--- src/rtl/fnn_pkg.sv ---
// Shared FNN definitions: default widths, layer sizes, bias type and the
// stream FSM state encoding used by the bias store.
package fnn_pkg;

  localparam int FNN_DATA_W     = 8;
  localparam int HIDDEN_NEURONS = 30;

  typedef logic signed [FNN_DATA_W-1:0] bias_t;

  typedef enum logic {
    IDLE   = 1'b0,
    STREAM = 1'b1
  } stream_state_t;

endpackage

--- src/rtl/bias_stream_mem_if.sv ---
// Bundle of the write, random-read and streaming signals of the bias store.
// The design side uses the slave modport; the driving side uses master.
interface bias_stream_mem_if #(
  parameter int NUM_NEURONS = 30,
  parameter int DATA_W      = 8,
  parameter int ADDR_W      = $clog2(NUM_NEURONS)
);

  logic                     wr_en;
  logic [ADDR_W-1:0]        wr_addr;
  logic signed [DATA_W-1:0] wr_data;
  logic                     wr_err;

  logic                     rd_en;
  logic [ADDR_W-1:0]        rd_addr;
  logic signed [DATA_W-1:0] rd_data;
  logic                     rd_valid;

  logic                     start;
  logic                     busy;
  logic                     done;
  logic                     out_valid;
  logic                     out_ready;
  logic signed [DATA_W-1:0] out_data;
  logic [ADDR_W-1:0]        out_idx;
  logic                     out_last;

  modport slave (
    input  wr_en, wr_addr, wr_data, rd_en, rd_addr, start, out_ready,
    output wr_err, rd_data, rd_valid, busy, done, out_valid, out_data,
           out_idx, out_last
  );

  modport master (
    output wr_en, wr_addr, wr_data, rd_en, rd_addr, start, out_ready,
    input  wr_err, rd_data, rd_valid, busy, done, out_valid, out_data,
           out_idx, out_last
  );

endinterface

--- src/rtl/bias_regfile.sv ---
// Flop-array bias storage with synchronous clear, one write port and two
// enabled, registered read-before-write read ports (out of range reads 0).
module bias_regfile #(
  parameter int NUM_NEURONS = 30,
  parameter int DATA_W      = 8,
  parameter int ADDR_W      = $clog2(NUM_NEURONS)
) (
  input  logic                     clk,
  input  logic                     srst,
  input  logic                     wr_en,
  input  logic [ADDR_W-1:0]        wr_addr,
  input  logic signed [DATA_W-1:0] wr_data,
  input  logic                     a_en,
  input  logic [ADDR_W-1:0]        a_addr,
  output logic signed [DATA_W-1:0] a_data,
  input  logic                     b_en,
  input  logic [ADDR_W-1:0]        b_addr,
  output logic signed [DATA_W-1:0] b_data
);

  localparam logic [ADDR_W:0] DEPTH = (ADDR_W+1)'(NUM_NEURONS);

  logic signed [DATA_W-1:0] mem [NUM_NEURONS];

  logic wr_ok;
  logic a_ok;
  logic b_ok;

  assign wr_ok = ({1'b0, wr_addr} < DEPTH);
  assign a_ok  = ({1'b0, a_addr} < DEPTH);
  assign b_ok  = ({1'b0, b_addr} < DEPTH);

  always_ff @(posedge clk) begin
    if (srst) begin
      for (int i = 0; i < NUM_NEURONS; i++) begin
        mem[i] <= '0;
      end
    end else if (wr_en && wr_ok) begin
      mem[wr_addr] <= wr_data;
    end
  end

  // Both ports sample the pre-write contents, so a same-cycle write is unseen.
  always_ff @(posedge clk) begin
    if (srst) begin
      a_data <= '0;
      b_data <= '0;
    end else begin
      if (a_en) begin
        a_data <= a_ok ? mem[a_addr] : '0;
      end
      if (b_en) begin
        b_data <= b_ok ? mem[b_addr] : '0;
      end
    end
  end

endmodule

--- src/rtl/bias_stream_mem.sv ---
// Writable bias store for one FNN layer: random-access read port plus an
// in-order valid/ready stream of all entries for the accumulate pipeline.
module bias_stream_mem
  import fnn_pkg::*;
#(
  parameter int NUM_NEURONS = HIDDEN_NEURONS,
  parameter int DATA_W      = FNN_DATA_W,
  parameter int ADDR_W      = $clog2(NUM_NEURONS)
) (
  input logic               clk,
  input logic               rst,
  bias_stream_mem_if.slave  bus
);

  localparam logic [ADDR_W:0]   DEPTH    = (ADDR_W+1)'(NUM_NEURONS);
  localparam logic [ADDR_W-1:0] LAST_IDX = ADDR_W'(NUM_NEURONS - 1);

  stream_state_t     state_reg, state_next;
  logic [ADDR_W-1:0] idx_reg, idx_next;
  logic              done_reg, done_next;
  logic              wr_err_reg;
  logic              rd_valid_reg;
  logic              load_en;
  logic [ADDR_W-1:0] load_addr;

  logic signed [DATA_W-1:0] rd_data_int;
  logic signed [DATA_W-1:0] out_data_int;

  bias_regfile #(
    .NUM_NEURONS (NUM_NEURONS),
    .DATA_W      (DATA_W),
    .ADDR_W      (ADDR_W)
  ) u_regfile (
    .clk     (clk),
    .srst    (rst),
    .wr_en   (bus.wr_en),
    .wr_addr (bus.wr_addr),
    .wr_data (bus.wr_data),
    .a_en    (bus.rd_en),
    .a_addr  (bus.rd_addr),
    .a_data  (rd_data_int),
    .b_en    (load_en),
    .b_addr  (load_addr),
    .b_data  (out_data_int)
  );

  always_ff @(posedge clk) begin
    if (rst) begin
      state_reg    <= IDLE;
      idx_reg      <= '0;
      done_reg     <= 1'b0;
      wr_err_reg   <= 1'b0;
      rd_valid_reg <= 1'b0;
    end else begin
      state_reg    <= state_next;
      idx_reg      <= idx_next;
      done_reg     <= done_next;
      wr_err_reg   <= bus.wr_en && ({1'b0, bus.wr_addr} >= DEPTH);
      rd_valid_reg <= bus.rd_en;
    end
  end

  // The beat register is loaded at the edge that hands off the previous beat,
  // which is what keeps held beats stable and lets later entries see writes.
  always_comb begin
    state_next = state_reg;
    idx_next   = idx_reg;
    done_next  = 1'b0;
    load_en    = 1'b0;
    load_addr  = idx_reg;
    case (state_reg)
      IDLE: begin
        if (bus.start) begin
          state_next = STREAM;
          idx_next   = '0;
          load_en    = 1'b1;
          load_addr  = '0;
        end
      end
      STREAM: begin
        if (bus.out_ready) begin
          if (idx_reg == LAST_IDX) begin
            state_next = IDLE;
            done_next  = 1'b1;
          end else begin
            idx_next  = idx_reg + 1'b1;
            load_en   = 1'b1;
            load_addr = idx_reg + 1'b1;
          end
        end
      end
      default: state_next = IDLE;
    endcase
  end

  assign bus.wr_err    = wr_err_reg;
  assign bus.rd_data   = rd_data_int;
  assign bus.rd_valid  = rd_valid_reg;
  assign bus.busy      = (state_reg == STREAM);
  assign bus.done      = done_reg;
  assign bus.out_valid = (state_reg == STREAM);
  assign bus.out_data  = out_data_int;
  assign bus.out_idx   = idx_reg;
  assign bus.out_last  = (state_reg == STREAM) && (idx_reg == LAST_IDX);

endmodule
--- src/flat_wrapper.sv ---
// flat-port wrapper written by rule: the top's interface ports become plain ports
module bias_stream_mem_flat import fnn_pkg::*;
#(
  parameter int NUM_NEURONS = HIDDEN_NEURONS,
  parameter int DATA_W      = FNN_DATA_W,
  parameter int ADDR_W      = $clog2(NUM_NEURONS)
)
  (clk, rst, bus_wr_en, bus_wr_addr, bus_wr_data, bus_rd_en, bus_rd_addr, bus_start, bus_out_ready, bus_wr_err, bus_rd_data, bus_rd_valid, bus_busy, bus_done, bus_out_valid, bus_out_data, bus_out_idx, bus_out_last);
  bias_stream_mem_if #(.NUM_NEURONS(NUM_NEURONS), .DATA_W(DATA_W), .ADDR_W(ADDR_W)) bus_i ();
  input logic clk;
  input logic rst;
  input wire logic [$bits(bus_i.wr_en)-1:0] bus_wr_en;
  input wire logic [$bits(bus_i.wr_addr)-1:0] bus_wr_addr;
  input wire logic [$bits(bus_i.wr_data)-1:0] bus_wr_data;
  input wire logic [$bits(bus_i.rd_en)-1:0] bus_rd_en;
  input wire logic [$bits(bus_i.rd_addr)-1:0] bus_rd_addr;
  input wire logic [$bits(bus_i.start)-1:0] bus_start;
  input wire logic [$bits(bus_i.out_ready)-1:0] bus_out_ready;
  output wire logic [$bits(bus_i.wr_err)-1:0] bus_wr_err;
  output wire logic [$bits(bus_i.rd_data)-1:0] bus_rd_data;
  output wire logic [$bits(bus_i.rd_valid)-1:0] bus_rd_valid;
  output wire logic [$bits(bus_i.busy)-1:0] bus_busy;
  output wire logic [$bits(bus_i.done)-1:0] bus_done;
  output wire logic [$bits(bus_i.out_valid)-1:0] bus_out_valid;
  output wire logic [$bits(bus_i.out_data)-1:0] bus_out_data;
  output wire logic [$bits(bus_i.out_idx)-1:0] bus_out_idx;
  output wire logic [$bits(bus_i.out_last)-1:0] bus_out_last;
  assign bus_i.wr_en = bus_wr_en;
  assign bus_i.wr_addr = bus_wr_addr;
  assign bus_i.wr_data = bus_wr_data;
  assign bus_i.rd_en = bus_rd_en;
  assign bus_i.rd_addr = bus_rd_addr;
  assign bus_i.start = bus_start;
  assign bus_i.out_ready = bus_out_ready;
  assign bus_wr_err = bus_i.wr_err;
  assign bus_rd_data = bus_i.rd_data;
  assign bus_rd_valid = bus_i.rd_valid;
  assign bus_busy = bus_i.busy;
  assign bus_done = bus_i.done;
  assign bus_out_valid = bus_i.out_valid;
  assign bus_out_data = bus_i.out_data;
  assign bus_out_idx = bus_i.out_idx;
  assign bus_out_last = bus_i.out_last;
  bias_stream_mem #(.NUM_NEURONS(NUM_NEURONS), .DATA_W(DATA_W), .ADDR_W(ADDR_W)) u_core (.clk(clk), .rst(rst), .bus(bus_i));
endmodule
--- config.mk ---
export PLATFORM = sky130hd
export DESIGN_NAME = bias_stream_mem_flat
export DESIGN_NICKNAME = d
export VERILOG_FILES = /design/src/rtl/fnn_pkg.sv /design/src/rtl/bias_stream_mem_if.sv /design/src/rtl/bias_regfile.sv /design/src/rtl/bias_stream_mem.sv /design/src/flat_wrapper.sv
export SDC_FILE = /design/constraint.sdc
export NUM_CORES = 1
export LEC_CHECK = 0
export BUFFER_PORTS_ARGS = -buffer_cell sky130_fd_sc_hd__clkbuf_2
export CAP_MARGIN = 20
export CORE_MARGIN = 2
export CORE_UTILIZATION = 40
export DETAILED_ROUTE_END_ITERATION = 8
export GPL_TIMING_DRIVEN = 0
export PLACE_DENSITY_LB_ADDON = 0.3
export SLEW_MARGIN = 10
export SYNTH_ARGS = -nofsm -noshare
export SYNTH_HDL_FRONTEND = slang
export SYNTH_SLANG_ARGS = --single-unit
--- constraint.sdc ---
create_clock -name clk -period 2.7 [get_ports clk]
set_input_delay 0.135 -clock clk [delete_from_list [all_inputs] [get_ports clk]]
set_output_delay 0.135 -clock clk [all_outputs]
set_load 0.01 [all_outputs]
==> results of run 1 <==
==> what timing repair did <==
item | CTS | global route
setup buffers | 20 | 13
hold buffers | 13 | 0
gates resized for setup | 61 | 57
endpoints found under the hold margin | 23 | 0
endpoints found under the setup margin | 9 | 10
pin swaps | 22 | 13
cloned | 3 | 0
==> area by class of cell <==
cell class | count | area share (%)
plain buffers | 80 | 2.472
clock buffers | 35 | 4.439
clock inverters | 20 | 1.299
inverters | 2 | 0.04214
multi-input cells | 831 | 38.03
flip-flops and latches | 281 | 46.03
well taps | 468 | 3.287
repair buffers | 96 | 4.403
==> kinds of logic after synthesis <==
logic type / after synthesis / share of synthesized area, %
and+or+nand+nor: 595 / 21.01
DFF: 281 / 54.95
muxes: 122 / 17.14
AOI/OAI and AO/OA: 95 / 4.366
buffers and inverters: 85 / 2.343
adders and majority gates: 2 / 0.1679
other: 1 / 0.02517
==> Yosys cell counts (all sizes together) <==
| library cell | count | area (um^2) |
|---|---|---|
| nor3b | 2 | 20.02 |
| and3 | 4 | 25.02 |
| edfxtp | 256 | 7687 |
| a311oi | 1 | 8.760 |
| nand3 | 69 | 345.3 |
| nor3 | 10 | 55.05 |
| and2 | 243 | 1520 |
| ha | 2 | 25.02 |
| clkbuf | 54 | 202.7 |
| a211o | 1 | 8.760 |
| a21oi | 53 | 265.3 |
| dfxtp | 25 | 500.5 |
| a221oi | 3 | 32.53 |
| a41oi | 1 | 8.760 |
| a32oi | 1 | 8.760 |
| a221o | 7 | 70.07 |
| mux2 | 2 | 26.27 |
| and4 | 1 | 8.760 |
| mux4 | 106 | 2387 |
| inv | 1 | 3.750 |
| clkinv | 1 | 3.750 |
| a2111oi | 6 | 65.06 |
| mux2i | 14 | 140.1 |
| a211oi | 3 | 40.04 |
| buf | 29 | 138.9 |
| nand2b | 6 | 37.54 |
| o21ai | 3 | 15.01 |
| a22oi | 9 | 67.56 |
| nor4b | 1 | 8.760 |
| nor2b | 6 | 37.54 |
| nor2 | 57 | 214.0 |
| nand4 | 6 | 37.54 |
| o41ai | 1 | 8.760 |
| nand2 | 156 | 601.8 |
| or2 | 30 | 187.7 |
| conb | 1 | 3.750 |
| o21a | 1 | 7.510 |
| a21o | 2 | 15.01 |
| o221a | 1 | 11.26 |
| a22o | 1 | 8.760 |
| nand3b | 3 | 22.52 |
| nand4b | 1 | 8.760 |
| o221ai | 1 | 8.760 |
==> critical path: stages (launching register included) <==
cell and delay [ns]:
sky130_fd_sc_hd__dfxtp_4 0.36, sky130_fd_sc_hd__inv_2 0.06, sky130_fd_sc_hd__ha_4 0.12, sky130_fd_sc_hd__and4_4 0.29, sky130_fd_sc_hd__mux2_4 0.37, sky130_fd_sc_hd__nand2_8 0.14, sky130_fd_sc_hd__buf_4 0.16, sky130_fd_sc_hd__buf_16 0.12
sky130_fd_sc_hd__mux4_2 0.59, sky130_fd_sc_hd__a21oi_1 0.21, sky130_fd_sc_hd__nand3_2 0.17, sky130_fd_sc_hd__a221o_1 0.34
==> layer usage <==
metal / track usage [%] / wire, um / vias up / share of wire (%)
met1: 37.10 / 19840 / 5533 / 38
met4: 10.80 / 2568 / 4 / 4.9
li1: - / - / 4640 / -
met3: 7.221 / 6418 / 135 / 12
met2: 41.12 / 23070 / 732 / 44
met5: 0 / 23 / - / 0.044
==> final timing paths <==
kind | end | slack, ns
hold reg to reg | u_core.u_regfile.b_data[5] | 0.49
setup reg to reg | u_core.u_regfile.b_data[3] | -0.35
setup / recovery | u_core.u_regfile.b_data[3] | -0.35
hold / removal | u_core.bus.done | 0.1
==> power breakdown <==
part	internal, uW	switching, uW
sequential	4990	170
combinational	552	745
clock	2560	1790
==> per-stage QoR <==
stage	instance area (um^2)	util, %	total power, uW
6_report	17820	48.66	10810
3_3_place_gp	15790	43.14	6361
3_5_place_dp	15840	43.27	6382
4_1_cts	17520	47.85	10750
5_1_grt	17820	48.66	11060
2_1_floorplan	14990	-	5882
==> results.toml, run 1 <==
[min_path]
min_path_cells = 3
hp-class = "in2reg"
worst_hold_startpoint = "bus_out_ready"

[route]
antenna_violating_nets_post_route = 0
first_pass_iters = 5
detail_route.drc_violations = 0
via_count = 11040
drt_first_iter_violations = 1657
totalWireLength_um = 51920
detail_route.vias_per_cell = 6.092
avgRoutedWirePerCell_um = 28.64

[synthesis]
ys_types = 54
yosysSeqAreaShare_pct = 54.95
ys_ff_latch = 281
syn_area_mm2 = 0.01490
synth_area_per_cell_um2 = 12.62
ys_warn_count = 0
syn-instance-count = 1181

[clocking]
maximum_buffer_depth_of_the_clock_tree = 3
tritoncts_clock_tree = "built"
insertion_delay_ns = 0.59
clock-root-buffer = "sky130_fd_sc_hd__clkbuf_16"
htreeDepth = 1
numCtsBuffers = 31
cts_sinks = 281
worst_setup_hold_path_clk_slew_ns = 0.06

[finish]
antenna_cells_inserted = 0
largest_register_ff_count = 256
ff_latch_area_mm2 = 0.008200
nets = 1349
drive_above_1_share_pct = 26.10
multi_input_area_mm2 = 0.006775
most_frequent_standard_cell_in_the_layout_excluding_fill_and_tap_cells = "sky130_fd_sc_hd__edfxtp_1"
signed_area_change_from_the_synthesized_netlist_to_the_final_layout_pct = 19.56
fillCellCount = 3211
largest_registers = "u_core.u_regfile.mem (256), u_core.u_regfile.a_data (8), u_core.u_regfile.b_data (8)"
layout_common_cells = "256 x sky130_fd_sc_hd__edfxtp_1, 242 x sky130_fd_sc_hd__and2_1, 155 x sky130_fd_sc_hd__nand2_1, 106 x sky130_fd_sc_hd__mux4_2, 63 x sky130_fd_sc_hd__nand3_1"
instances_no_fill = 1813
registers.top_by_ff_count = "u_core.u_regfile.mem"

[run_status]
run_status = "finished with violations"
violated_checks = "setup timing"

[floorplan]
initial_utilization_pct = 40.70
floorplan.die.height_um = 197.0
fp.dieArea_mm2 = 0.03881
fp.dieW_um = 197.0
design.core.area_mm2 = 0.03661
pin_count = 51
std_cell_rows = 70

[critical_path]
timing.setup.critical_path_class = "reg2reg"
worst-endpoint-required_ns = 3.17
critPathArrivalTime_ns = 3.52
rr_worst_depth = 11
setup.worst_path.start = "u_core.bus.out_idx[1]"
timing.rr.start = "u_core.bus.out_idx[1]"
setup.worst_path.start_class = "flip-flop"
critical_path_peak_fanout = 6
worstSetupEndpointType = "flip-flop"

[global_route]
grt_antenna_before_repair = 2
grt_use_total_pct = 27.06
grt_first_pass_wirelength_um = 74480
grt_remaining_overflow = 0
first_global_vias = 10760
grt_max_degree = 16

[placement]
globalplace.congestion = 0.9864
dp_hpwl_um = 37270
placement.io_buffers = 43
placement.setup.worst_slack_ns = -1.035
place.detailed.instances = 1711

[timing]
maxSlewHeadroom_pct = 32.60
worst-slew-pin-transition_ns = 1.011
post_route_setup_tns_ns = -2.175
finalHoldWorstSlack_ns = 0.09983
fin_crit_ns = 3.053
setup_viol = 7
max_clock_freq_mhz = 327.6
rsz_0062_raised_after_global_routing = "true"
fin_worst_skew_ns = 0.01153
report.final.slew_viol_count = 0
fin_crit_sh_pct = 113.1
final_hold_violation_count = 0
worst_slack_ns = -0.3528

[power]
power.leakage_uw = 0.006421
power.ir.vdd_worst_uv = 561.5
cellPowerDensity_mw_per_mm2 = 606.8

[job]
count_of_maximum_capacitance_violations = 0
No activity file was read; power rests on OpenSTA's default activity.
==> run 2, diff against run 1 <==
Settings changed: SYNTH_HIERARCHICAL set to 1.
==> results.toml, run 2 <==
[timing]
post_route_setup_tns_ns = -2.520
maxSlewHeadroom_pct = 39.46
rsz_0062_raised_after_global_routing = "true"
fin_crit_ns = 3.036
worst-slew-pin-transition_ns = 0.9080
setup_viol = 8
fin_crit_sh_pct = 112.5
report.final.slew_viol_count = 0
final_hold_violation_count = 0
worst_slack_ns = -0.3364
fin_worst_skew_ns = 0.02313
max_clock_freq_mhz = 329.3

[critical_path]
worst_path_most_repeated_cell = "sky130_fd_sc_hd__buf_12"
worst-endpoint-required_ns = 3.13
critPathMaxStageDelay_ns = 0.52
timing.critical_path.cells = "inv_2 > ha_4 > and4_1 > buf_6 > or3_4 > nand2_4 > buf_12 > buf_12 > mux4_2 > nor2b_1 > a2111oi_1 > a2111oi_0"
rr_worst_depth = 12
worstSetupEndpointType = "flip-flop"
timing.setup.critical_path_class = "reg2reg"
setup.worst_path.start_class = "flip-flop"
critical_path_peak_fanout = 5
cp_slowest_cell = "sky130_fd_sc_hd__mux4_2"
setup.worst_path.start = "u_core/bus.out_idx[1]"
regToRegEndpoint = "u_core/u_regfile/b_data[7]"
timing.reg2reg.setup_slack_ns = -0.34
critPathArrivalTime_ns = 3.46
timing.rr.start = "u_core/bus.out_idx[1]"

[clocking]
insertion_delay_ns = 0.57
numCtsBuffers = 31
htreeDepth = 1
cts_sinks = 281
clock-root-buffer = "sky130_fd_sc_hd__clkbuf_16"
worst_setup_hold_path_clk_slew_ns = 0.06
maximum_buffer_depth_of_the_clock_tree = 3
tritoncts_clock_tree = "built"

[job]
count_of_maximum_capacitance_violations = 0

[power]
cellPowerDensity_mw_per_mm2 = 602.0
power.leakage_uw = 0.006060
power.ir.vdd_worst_uv = 493.5

[finish]
fillCellCount = 3143
instances_no_fill = 1660
ff_latch_area_mm2 = 0.008195
drive_above_1_share_pct = 28.94
stdcell_area_mm2 = 0.01758
signed_area_change_from_the_synthesized_netlist_to_the_final_layout_pct = 17.65
nets = 1194
registers.top_by_ff_count = "u_core/u_regfile/mem"
layout_common_cells = "256 x sky130_fd_sc_hd__edfxtp_1, 241 x sky130_fd_sc_hd__and2_1, 107 x sky130_fd_sc_hd__mux4_2, 52 x sky130_fd_sc_hd__clkbuf_1, 47 x sky130_fd_sc_hd__clkbuf_2"
largest_register_ff_count = 256
largest_registers = "u_core/u_regfile/mem (256), u_core/u_regfile/a_data (8), u_core/u_regfile/b_data (8)"
antenna_cells_inserted = 0
multi_input_area_mm2 = 0.006704
most_frequent_standard_cell_in_the_layout_excluding_fill_and_tap_cells = "sky130_fd_sc_hd__edfxtp_1"

[synthesis]
async_reset_ff_share_pct = 0
yosysSeqAreaShare_pct = 54.80
ys_warn_count = 6
post-synth-top-count-cell = "sky130_fd_sc_hd__edfxtp_1"
syn_area_mm2 = 0.01494
ys_dominant_reg_cell = "sky130_fd_sc_hd__edfxtp_1"
ys_ff_latch = 281
synth_edf_count = 256
syn-instance-count = 1038
ys_types = 53
synth_area_leader_cell = "sky130_fd_sc_hd__edfxtp_1"
synth_area_per_cell_um2 = 14.39
synth_top_area_share_pct = 51.45
post_synth_main_area_contributors = "sky130_fd_sc_hd__edfxtp_1 51%, sky130_fd_sc_hd__mux4_2 16%, sky130_fd_sc_hd__and2_1 10%"
netlist_top_cells_count = "256 x sky130_fd_sc_hd__edfxtp_1, 241 x sky130_fd_sc_hd__and2_1, 107 x sky130_fd_sc_hd__mux4_2, 64 x sky130_fd_sc_hd__mux2i_1, 46 x sky130_fd_sc_hd__clkbuf_1"

[route]
avgRoutedWirePerCell_um = 28.71
totalWireLength_um = 47650
detail_route.drc_violations = 0
detail_route.vias_per_cell = 6.078
via_count = 10090
drt_first_iter_violations = 1130
antenna_violating_nets_post_route = 0
first_pass_iters = 5

[global_route]
first_global_vias = 9965
grt_first_pass_wirelength_um = 68720
grt_antenna_before_repair = 0
grt_use_total_pct = 24.79
grt_remaining_overflow = 0
grt_max_degree = 15

[placement]
dp_hpwl_um = 33060
place.detailed.instances = 1568
dpl_cell_area_mm2 = 0.01589
globalplace.congestion = 0.9148
placement.io_buffers = 46

[min_path]
worst_hold_startpoint = "bus_rd_addr[3]"
whs_endpoint = "u_core/u_regfile/a_data[2]"
hp-class = "in2reg"
min_path_cells = 4

[run_status]
run_status = "finished with violations"
violated_checks = "setup timing"

[floorplan]
pin_count = 51
std_cell_rows = 70
initial_utilization_pct = 40.72
fp.dieW_um = 197.3
floorplan.die.height_um = 197.3
design.core.area_mm2 = 0.03670
fp.dieArea_mm2 = 0.03892
-- run 2: cell types whose count changed after synthesis, moves of 11 or more --
cell	change
sky130_fd_sc_hd__a22o_1	+13
sky130_fd_sc_hd__nand2_1	-140
sky130_fd_sc_hd__mux2i_1	+50
sky130_fd_sc_hd__nor2_1	-13
sky130_fd_sc_hd__nor2b_1	+17
sky130_fd_sc_hd__a2111oi_0	+12
sky130_fd_sc_hd__buf_1	-11
sky130_fd_sc_hd__nand3_1	-61
sky130_fd_sc_hd__a21oi_1	-39
-- run 2: what timing repair did --
item	4_1_cts	5_1_grt
setup endpoints to repair	8	16
gates cloned	3	0
gates resized for setup	66	25
hold buffers	14	0
setup buffers	18	1
endpoints found under the hold margin	21	0
pin swaps	9	11
-- run 2: through the flow --
stage | setup slack, ns | total power (uW) | utilization (%) | hold slack [ns]
3_5_place_dp | -1.002 | 6517 | 43.30 | 0.3980
2_1_floorplan | -0.09044 | 5999 | - | 0.2339
4_1_cts | -0.3281 | 10570 | 47.69 | 0.05642
3_3_place_gp | -0.9174 | 6493 | 43.29 | 0.3909
5_1_grt | -0.4216 | 10860 | 47.90 | 0.1216
6_report | -0.3364 | 10580 | 47.90 | 0.06989
-- run 2: area by class of cell --
type / instances / area share [%]
Buffer: 79 / 2.982
Clock inverter: 11 / 0.3416
Inverter: 3 / 0.06406
Multi-Input combinational cell: 690 / 38.14
Clock buffer: 46 / 4.961
Sequential cell: 281 / 46.62
Timing Repair Buffer: 82 / 3.566
Tap cell: 468 / 3.331
-- run 2: worst max-delay path, delay by kind of cell (launching register included) --
family          cells  cell delay (ns)
fa+ha+maj           1             0.15
mux                 1             0.52
simple gates        4             0.85
flops               1             0.34
compound gates      2             0.59
buf+inv             4             0.43
-- run 2: per-layer routing --
layer  wire length [um]  track usage, %  vias up
met5                  0               0        -
met4               1627           7.658        0
met3               4768           4.251       97
met2              22040           39.33      615
met1              19210           35.01     5124
li1                   -               -     4254
-- run 2: cell families after synthesis --
kind of cell / Yosys count / synth area share, %
buffers and inverters: 82 / 2.914
AND/OR/NAND/NOR: 394 / 15.63
AO/OA/AOI/OAI: 103 / 5.443
other: 1 / 0.02510
adder cells (fa/ha/maj): 2 / 0.1674
flip-flops: 281 / 54.80
multiplexers: 175 / 21.02
-- run 2: worst max path at each step --
stage / endpoint / slack (ns) / cells after the start
2_1_floorplan: u_core/u_regfile/b_data[0] / -0.09 / 14
3_3_place_gp: u_core/u_regfile/b_data[6] / -0.92 / 12
3_5_place_dp: u_core/u_regfile/b_data[6] / -1.00 / 12
4_1_cts: u_core/u_regfile/b_data[0] / -0.33 / 14
5_1_grt: u_core/u_regfile/b_data[0] / -0.42 / 14
6_report: u_core/u_regfile/b_data[7] / -0.34 / 12
-- run 2: report_power, final --
| group | internal [uW] | switching, uW | total [uW] |
|---|---|---|---|
| logic | 663 | 847 | 1510 |
| registers | 4990 | 137 | 5130 |
| clock network | 2220 | 1730 | 3950 |
